===== src/rtl/qsfp_seq_pkg.sv =====
// Shared types for the QSFP reset sequencer: FSM state encoding and status widths.
package qsfp_seq_pkg;

    typedef enum logic [2:0] {
        LEAD      = 3'd0,
        PMA       = 3'd1,
        TAIL      = 3'd2,
        WAIT_LINK = 3'd3,
        UP        = 3'd4
    } seq_state_t;

    localparam int RETRY_W = 8;

endpackage


===== src/rtl/bit_sync_2ff.sv =====
// Single-bit two-flop synchronizer for quasi-static level signals crossing into clock.
module bit_sync_2ff (
    input  logic clock,
    input  logic d,
    output logic q
);

    logic meta;

    always_ff @(posedge clock) begin
        meta <= d;
        q    <= meta;
    end

endmodule


===== src/rtl/qsfp_reset_sequencer.sv =====
// Aurora reset_pb / pma_init power-up sequencer for one QSFP channel, with
// channel_up supervision, automatic re-sequencing and a saturating retry count.
module qsfp_reset_sequencer
    import qsfp_seq_pkg::*;
#(
    parameter int LEAD_CYCLES     = 128,
    parameter int PMA_HOLD_CYCLES = 125_000_000,
    parameter int TAIL_CYCLES     = 128,
    parameter int LINK_TIMEOUT    = 250_000_000,
    parameter int LOSS_FILTER     = 16
) (
    input  logic               clock,
    input  logic               reset_in,
    input  logic               restart,
    input  logic               channel_up,
    output logic               reset_pb,
    output logic               pma_init,
    output logic               link_up,
    output logic [RETRY_W-1:0] retry_count
);

    localparam int MAX_AB     = (LEAD_CYCLES > PMA_HOLD_CYCLES) ? LEAD_CYCLES : PMA_HOLD_CYCLES;
    localparam int MAX_CD     = (TAIL_CYCLES > LINK_TIMEOUT) ? TAIL_CYCLES : LINK_TIMEOUT;
    localparam int MAX_CYCLES = (MAX_AB > MAX_CD) ? MAX_AB : MAX_CD;
    localparam int CNT_W      = $clog2(MAX_CYCLES) + 1;
    localparam int LOSS_W     = $clog2(LOSS_FILTER) + 1;

    localparam logic [CNT_W-1:0]  LEAD_LOAD = CNT_W'(LEAD_CYCLES);
    localparam logic [CNT_W-1:0]  PMA_LOAD  = CNT_W'(PMA_HOLD_CYCLES);
    localparam logic [CNT_W-1:0]  TAIL_LOAD = CNT_W'(TAIL_CYCLES);
    localparam logic [CNT_W-1:0]  LINK_LOAD = CNT_W'(LINK_TIMEOUT);
    localparam logic [LOSS_W-1:0] LOSS_LAST = LOSS_W'(LOSS_FILTER - 1);

    logic              cu_s;
    seq_state_t        state, state_nxt;
    logic [CNT_W-1:0]  cnt, cnt_nxt;
    logic [LOSS_W-1:0] loss_cnt, loss_nxt;
    logic              retry_inc;

    bit_sync_2ff u_cu_sync (
        .clock (clock),
        .d     (channel_up),
        .q     (cu_s)
    );

    always_comb begin
        state_nxt = state;
        cnt_nxt   = cnt - CNT_W'(1);
        loss_nxt  = loss_cnt;
        retry_inc = 1'b0;
        case (state)
            LEAD: begin
                if (cnt == '0) begin
                    state_nxt = PMA;
                    cnt_nxt   = PMA_LOAD;
                end
            end
            PMA: begin
                if (cnt == '0) begin
                    state_nxt = TAIL;
                    cnt_nxt   = TAIL_LOAD;
                end
            end
            TAIL: begin
                if (cnt == '0) begin
                    state_nxt = WAIT_LINK;
                    cnt_nxt   = LINK_LOAD;
                end
            end
            WAIT_LINK: begin
                // A link that comes up on the timeout cycle still wins.
                if (cu_s) begin
                    state_nxt = UP;
                    cnt_nxt   = '0;
                    loss_nxt  = '0;
                end else if (cnt == '0) begin
                    state_nxt = LEAD;
                    cnt_nxt   = LEAD_LOAD;
                    retry_inc = 1'b1;
                end
            end
            UP: begin
                cnt_nxt = cnt;
                if (cu_s) begin
                    loss_nxt = '0;
                end else if (loss_cnt == LOSS_LAST) begin
                    state_nxt = LEAD;
                    cnt_nxt   = LEAD_LOAD;
                    loss_nxt  = '0;
                    retry_inc = 1'b1;
                end else begin
                    loss_nxt = loss_cnt + LOSS_W'(1);
                end
            end
            default: begin
                state_nxt = LEAD;
                cnt_nxt   = LEAD_LOAD;
                loss_nxt  = '0;
            end
        endcase
        if (restart) begin
            state_nxt = LEAD;
            cnt_nxt   = LEAD_LOAD;
            loss_nxt  = '0;
            retry_inc = 1'b1;
        end
    end

    // Outputs are decoded from the next state so they move on the same edge as the state.
    always_ff @(posedge clock) begin
        if (reset_in) begin
            state       <= LEAD;
            cnt         <= LEAD_LOAD;
            loss_cnt    <= '0;
            retry_count <= '0;
            reset_pb    <= 1'b1;
            pma_init    <= 1'b0;
            link_up     <= 1'b0;
        end else begin
            state    <= state_nxt;
            cnt      <= cnt_nxt;
            loss_cnt <= loss_nxt;
            if (retry_inc && (retry_count != '1)) begin
                retry_count <= retry_count + RETRY_W'(1);
            end
            reset_pb <= (state_nxt != WAIT_LINK) && (state_nxt != UP);
            pma_init <= (state_nxt == PMA);
            link_up  <= (state_nxt == UP);
        end
    end

endmodule


===== config.mk =====
export PLATFORM = sky130hd
export DESIGN_NAME = qsfp_reset_sequencer
export DESIGN_NICKNAME = d
export VERILOG_FILES = /design/src/rtl/qsfp_seq_pkg.sv /design/src/rtl/bit_sync_2ff.sv /design/src/rtl/qsfp_reset_sequencer.sv
export SDC_FILE = /design/constraint.sdc
export NUM_CORES = 1
export LEC_CHECK = 0
export ABC_AREA = 1
export CAP_MARGIN = 0
export CORE_MARGIN = 1
export CORE_UTILIZATION = 55
export CTS_BUF_LIST = sky130_fd_sc_hd__clkbuf_2 sky130_fd_sc_hd__clkbuf_4 sky130_fd_sc_hd__clkbuf_8
export CTS_CLUSTER_SIZE = 14
export DETAILED_ROUTE_END_ITERATION = 16
export GPL_ROUTABILITY_DRIVEN = 0
export PLACE_DENSITY_LB_ADDON = 0.25
export REMOVE_ABC_BUFFERS = 1
export SLEW_MARGIN = 15
export SYNTH_ARGS = -nofsm -noshare
export SYNTH_HDL_FRONTEND = slang
export SYNTH_HIERARCHICAL = 1
export SYNTH_SLANG_ARGS = --single-unit

===== constraint.sdc =====
create_clock -name clock -period 1.7 [get_ports clock]
set_input_delay 0.425 -clock clock [delete_from_list [all_inputs] [get_ports clock]]
set_output_delay 0.425 -clock clock [all_outputs]
set_load 0.01 [all_outputs]

=== Word level (Yosys, flattened, before mapping) ===
Cells that the tools add are included.

* Eq/ne operators: 13
* Add/sub/neg operators: 3
* Bitwise operators: 1
* Reductions and logical operators: 8
* Mux-type cells: 26

{| class="wikitable"
|+ Operator list
! kind !! number
|-
| 29-bit two-way mux || 6
|-
| 29-bit case mux with 5 select lines || 1
|-
| 29-bit zero test || 1
|-
| 29-bit by 1-bit subtractor with 29-bit output, second input constant || 1
|-
| 3-bit two-way mux || 8
|-
| 5-bit two-way mux || 3
|-
| 3-bit case mux with 5 select lines || 1
|-
| 5-bit case mux with 3 select lines || 1
|-
| 8-bit by 1-bit adder with 8-bit output, second input constant || 1
|-
| 8-bit != test, second input constant || 1
|-
| 3-bit by 1-bit == test with 1-bit output, second input constant || 2
|-
| 3-bit by 2-bit == test with 1-bit output, second input constant || 2
|-
| 3-bit == test, second input constant || 2
|-
| 5-bit by 1-bit adder with 5-bit output, second input constant || 1
|-
| 5-bit by 4-bit == test with 1-bit output, second input constant || 1
|-
| 1-bit two-way mux || 5
|-
| 2-bit != test, second input constant || 2
|-
| 2-bit AND reduction || 2
|-
| 3-bit zero test || 1
|-
| 3-bit by 2-bit != test with 1-bit output, second input constant || 1
|-
| 3-bit != test, second input constant || 1
|-
| 3-bit OR reduction || 1
|-
| 1-bit logical AND || 2
|-
| 2-bit by 1-bit != test with 1-bit output, second input constant || 1
|-
| 3 further kinds || 3
|}

* Output and inout port bits: 11
* Flip-flop bits (word level): 50
* Bits of input ports: 4

=== Depth between registers and ports, before layout ===
* Word-level depth: 7
* Depth in mapped cells: 12

=== Hierarchy ===
Netlist, hierarchy kept.

{| class="wikitable"
|+ Modules (own cells, without submodules)
! module !! times used !! cells each !! sequential area each (µm²) !! area an instance (µm²)
|-
| qsfp_reset_sequencer || 1 || 466 || 960.9 || 2,992.9
|-
| bit_sync_2ff || 1 || 2 || 40.0 || 40.0
|}

=== Least setup slack after synthesis ===
Ideal clock, no wire load.

* Path type: reg2reg
* Start: reg retry_count[0]
* End: reg retry_count[1]
* Clock period less this slack: 1.584 ns
* Path buffers: 0
* Cell stages (with the launch flop): 9
* Library setup time: 0.114 ns
* Arrival: 1.470 ns
* Slack: 0.116 ns
* Path through: dfxtp_1 ha_1 nand2_1 nor3b_1 nand2_1 nand2_4 inv_2 nor2_1 nor2_2

* Cells in the longest elaborated chain, start to end: 2
* Elaborated cells between the ends (all ways): 3
* Those cells by class: add/sub: 1; eq/ne: 1; reduce/logical: 1

{| class="wikitable"
|+ Ends and longest elaborated chain
! what !! RTL line !! RTL
|-
| start: declaration || qsfp_reset_sequencer.sv:19 || <nowiki>output logic [RETRY_W-1:0] retry_count</nowiki>
|-
| start signal: assignment || qsfp_reset_sequencer.sv:124 || <nowiki>retry_count <= retry_count + RETRY_W'(1);</nowiki>
|-
| branches (longest 2 deep; another with 8-bit by 1-bit adder with 8-bit output) || n/a ||
|}

Parallel ways; which one is timed is not known.
A chain may end at the register's enable or synchronous reset.

=== Worst setup path in the final report ===
* Start: reg cnt[0]
* End: reg cnt[28]

* Cells in the longest elaborated chain, start to end: 4
* Elaborated cells between the ends (all ways): 7
* Those cells by class: add/sub: 1; mux: 5; reduce/logical: 1

{| class="wikitable"
|+ Ends and longest elaborated chain
! what !! RTL line !! RTL
|-
| start: declaration || qsfp_reset_sequencer.sv:36 || <nowiki>logic [CNT_W-1:0] cnt, cnt_nxt;</nowiki>
|-
| start signal: assignment || qsfp_reset_sequencer.sv:121 || <nowiki>cnt <= cnt_nxt;</nowiki>
|-
| 29-bit by 1-bit subtractor with 29-bit output / 29-bit zero test (equally long branches) || n/a ||
|-
| 29-bit two-way mux || qsfp_reset_sequencer.sv:59, qsfp_reset_sequencer.sv:76 ||
|-
| 29-bit two-way mux || qsfp_reset_sequencer.sv:72 || <nowiki>if (cu_s) begin</nowiki>
|-
| 29-bit case mux with 5 select lines (*) || qsfp_reset_sequencer.sv:51 || <nowiki>case (state)</nowiki>
|}

Every way passes the cells marked *; elsewhere a longest branch is shown, timed or not.

==> run summary <==
After clock tree synthesis, the flow added hold-fix buffers numbering 0. Summed over all nets, the half-perimeter wirelength after detailed placement is 5330 um. The fraction of final layout cells with drive strength greater than 1 was 0.222. The number of clock buffers added by TritonCTS is 5.

For the smallest setup slack after layout, the log shows -0.0259 ns. The minimum period implied by the final worst setup slack works out to 1.73 ns. The run gives 1 as the number of endpoints failing setup at the final stage. The effective utilization at floorplan came out at 0.583.

The vias per cell came out at 5.35. Along the worst path, the maximum fanout reaches 6. The fraction of synthesis flops using an asynchronous set or reset pin was 0. The detailed-router iteration count before antenna repair was 5. The highest ir drop seen on vdd came out at 471 uV. For the worst setup path, the data required time is 1.95 ns.

No sink is reached through more buffers than the 2 on the longest clock path. The share of the clock period used by the worst path after layout works out to 1.02. The primary flip-flop cell chosen by synthesis mapping was dfxtp_1. The total track usage came out at 0.259. TritonCTS built the clock tree. The cell area after technology mapping was 3030 um^2. Data arrives at the worst endpoint at 1.97 ns. Setup repair after global routing could not meet its margin everywhere. The worst setup path is captured at a register. For the clock sink count, the log shows 50. The worst slew slack as a fraction of its limit is 0.767, and the area of the core region is 5200 um^2. The launching element type of the critical path was a register.

Layout-stage area growth over the synthesis result: 23.3%. Power per cell area: 829 nW/um^2. The number of global-route vias before repair came out at 2822. The first global-routing pass estimated 12200 um of wire. The flip-flop and latch count after synthesis is 50.

The number of inserted diodes came out at 0. The H-tree generated during clock tree synthesis spans 2 levels. The count of unresolved DRC violations after routing was 0; the remaining global-route overflow was 0. The number of inserted filler cells in the final layout is 437.

At the pin with the least slew margin, the transition time is 0.347 ns. Input and output buffers added on the ports amount to 14. Post-detailed-route count of antenna-violating nets: 0.

Each instance of the synthesized netlist takes up on average 6.48 um^2. The CTS root buffer was clkbuf_8. The analysis attributes to cell leakage a power of 1.76 nW. The logs give 0 for the initial antenna violation count and 5820 um^2 for the total die area.

Sequential fraction of the synthesis area: 0.330. The largest net degree at the start of global routing is 27, and the width of the die is 76.3 um. Largest clock skew in the final design: 0.00869 ns. Number of endpoints with negative hold slack in the final report: 0. The tools report the final design utilization as 0.718. During I/O placement, the number of pins put on the boundary was 15. After detailed routing, the total wire length is 7890 um. After technology mapping, the gate count stands at 468. Static timing analysis puts the maximum clock frequency at 0.579 GHz. After clock tree synthesis, the clock-pin slew on the worst setup and hold paths is 0.10 ns.

The run gives 0 as the max-cap check violation count. Number of synthesized flops with an enable pin: 0. The later pin in the worst-skew pair is clocked with a latency of 0.31 ns. The final route contains 3123 vias.

At the end of the flow, the number of nets in the layout was 521. The floorplan has 26 rows. After detailed routing, the average wire length per cell comes to 13.5 um. The first routing iteration left 236 violations.

The height of the chip works out to 76.3 um. The min-delay analysis places its worst path in the category reg -> reg. The top cell types in the final layout, fill and taps aside, are nand2_1, nor2_1, dfxtp_1.

The final reports fail on setup timing. Yosys printed 6 warnings. Most common cell after layout, fill and taps aside: nand2_1. The number of pins with negative max-slew slack in the final report is 0, and the post-placement worst setup slack is 0.0280 ns. The critical path is of the reg -> reg type.

The flow ran to the end, but the final reports show violations. The run gives 34 as the number of different library cells in the post-synthesis netlist.
[synthesized netlist by cell type, types with 4 or more instances]
| master | number | area [um^2] |
|---|---|---|
| nand2_1 | 142 | 533 |
| nor2_1 | 55 | 206 |
| dfxtp_1 | 50 | 1000 |
| a21oi_1 | 40 | 200 |
| inv_1 | 40 | 150 |
| nand3_1 | 34 | 170 |
| o21ai_0 | 14 | 70.1 |
| xor2_1 | 13 | 114 |
| nor2_2 | 11 | 68.8 |
| inv_2 | 7 | 26.3 |
| nand2_2 | 6 | 37.5 |
| nor3_1 | 6 | 30.0 |
| nand2_4 | 5 | 56.3 |
| nand4_1 | 5 | 31.3 |
| xnor2_1 | 5 | 43.8 |
| ha_1 | 4 | 50.1 |
| nor2_4 | 4 | 45.0 |
[cell type report]
class,instances,area (um^2),area share
clock buffers,5,68.8,0.0184
clock inverters,3,45.0,0.0120
inverters,49,186,0.0499
multi-input cells,363,1950,0.522
flip-flops and latches,50,1010,0.270
well taps,70,87.6,0.0234
repair buffers,44,388,0.104
[critical path: stages (launching register included)]
cell and delay, ns:
dfxtp_1 0.32, inv_2 0.06, buf_4 0.13, ha_4 0.15, nand2_4 0.07, nor2_4 0.23
nand2_4 0.10, nor2_4 0.14, nand3_1 0.09, nand2_1 0.08, nand3_1 0.11, a21oi_2 0.18
[per-layer routing]
metal | global-route usage | up-vias | share of wire
li1 | - | 1581 | -
met1 | 0.319 | 1411 | 0.43
met2 | 0.451 | 109 | 0.49
met3 | 0.0431 | 22 | 0.054
met4 | 0.0981 | 0 | 0.024
met5 | 0 | - | 0
[cell families after synthesis]
group	synth area share
simple gates	0.425
buf+inv	0.0734
xor+xnor	0.0520
compound gates	0.104
fa+ha+maj	0.0165
flops	0.330
[registers in the layout (all words and copies together) (netlist names)]
signal,count
link_up,1
reset_pb,1
u_cu_sync/q,1
pma_init,1
u_cu_sync/meta,1
state,3
loss_cnt,5
cnt,29
retry_count,8
[worst paths after layout]
kind                                     start           to  slack [ns]  depth (start not counted)
worst max-delay path                    cnt[0]      cnt[28]       -0.03                         11
worst min-delay path            u_cu_sync/meta  u_cu_sync/q        0.34                          0
worst max register to register          cnt[0]      cnt[28]       -0.03                         11
worst min register to register  u_cu_sync/meta  u_cu_sync/q        0.34                          0
[repair_timing]
item | CTS | global route
cloned | 0 | 1
endpoints found under the setup margin | 6 | 39
pin swaps | 0 | 17
endpoints found under the hold margin | 0 | 0
setup buffers | 0 | 5
gates resized for setup | 6 | 45
[where the power goes]
part	total [mW]	internal, mW	switching [mW]
clock network	0.868	0.438	0.430
registers	1.28	1.22	0.0589
logic	0.951	0.370	0.581
[per-stage QoR]
step | instance area (um^2) | total power, mW | TNS [ns] | cells | hold WS (ns)
after floorplan | 3000 | 1.90 | -0.0814 | 461 | 0.310
after detailed placement | 3420 | 2.12 | 0 | 570 | 0.316
final | 3740 | 3.10 | -0.0259 | 584 | 0.335
after CTS | 3540 | 2.97 | 0 | 578 | 0.340
after global placement | 3420 | 2.09 | 0 | 570 | 0.315
after global routing | 3740 | 3.26 | -1.49 | 584 | 0.355
Note: power is estimated with default switching activity, not from simulation.
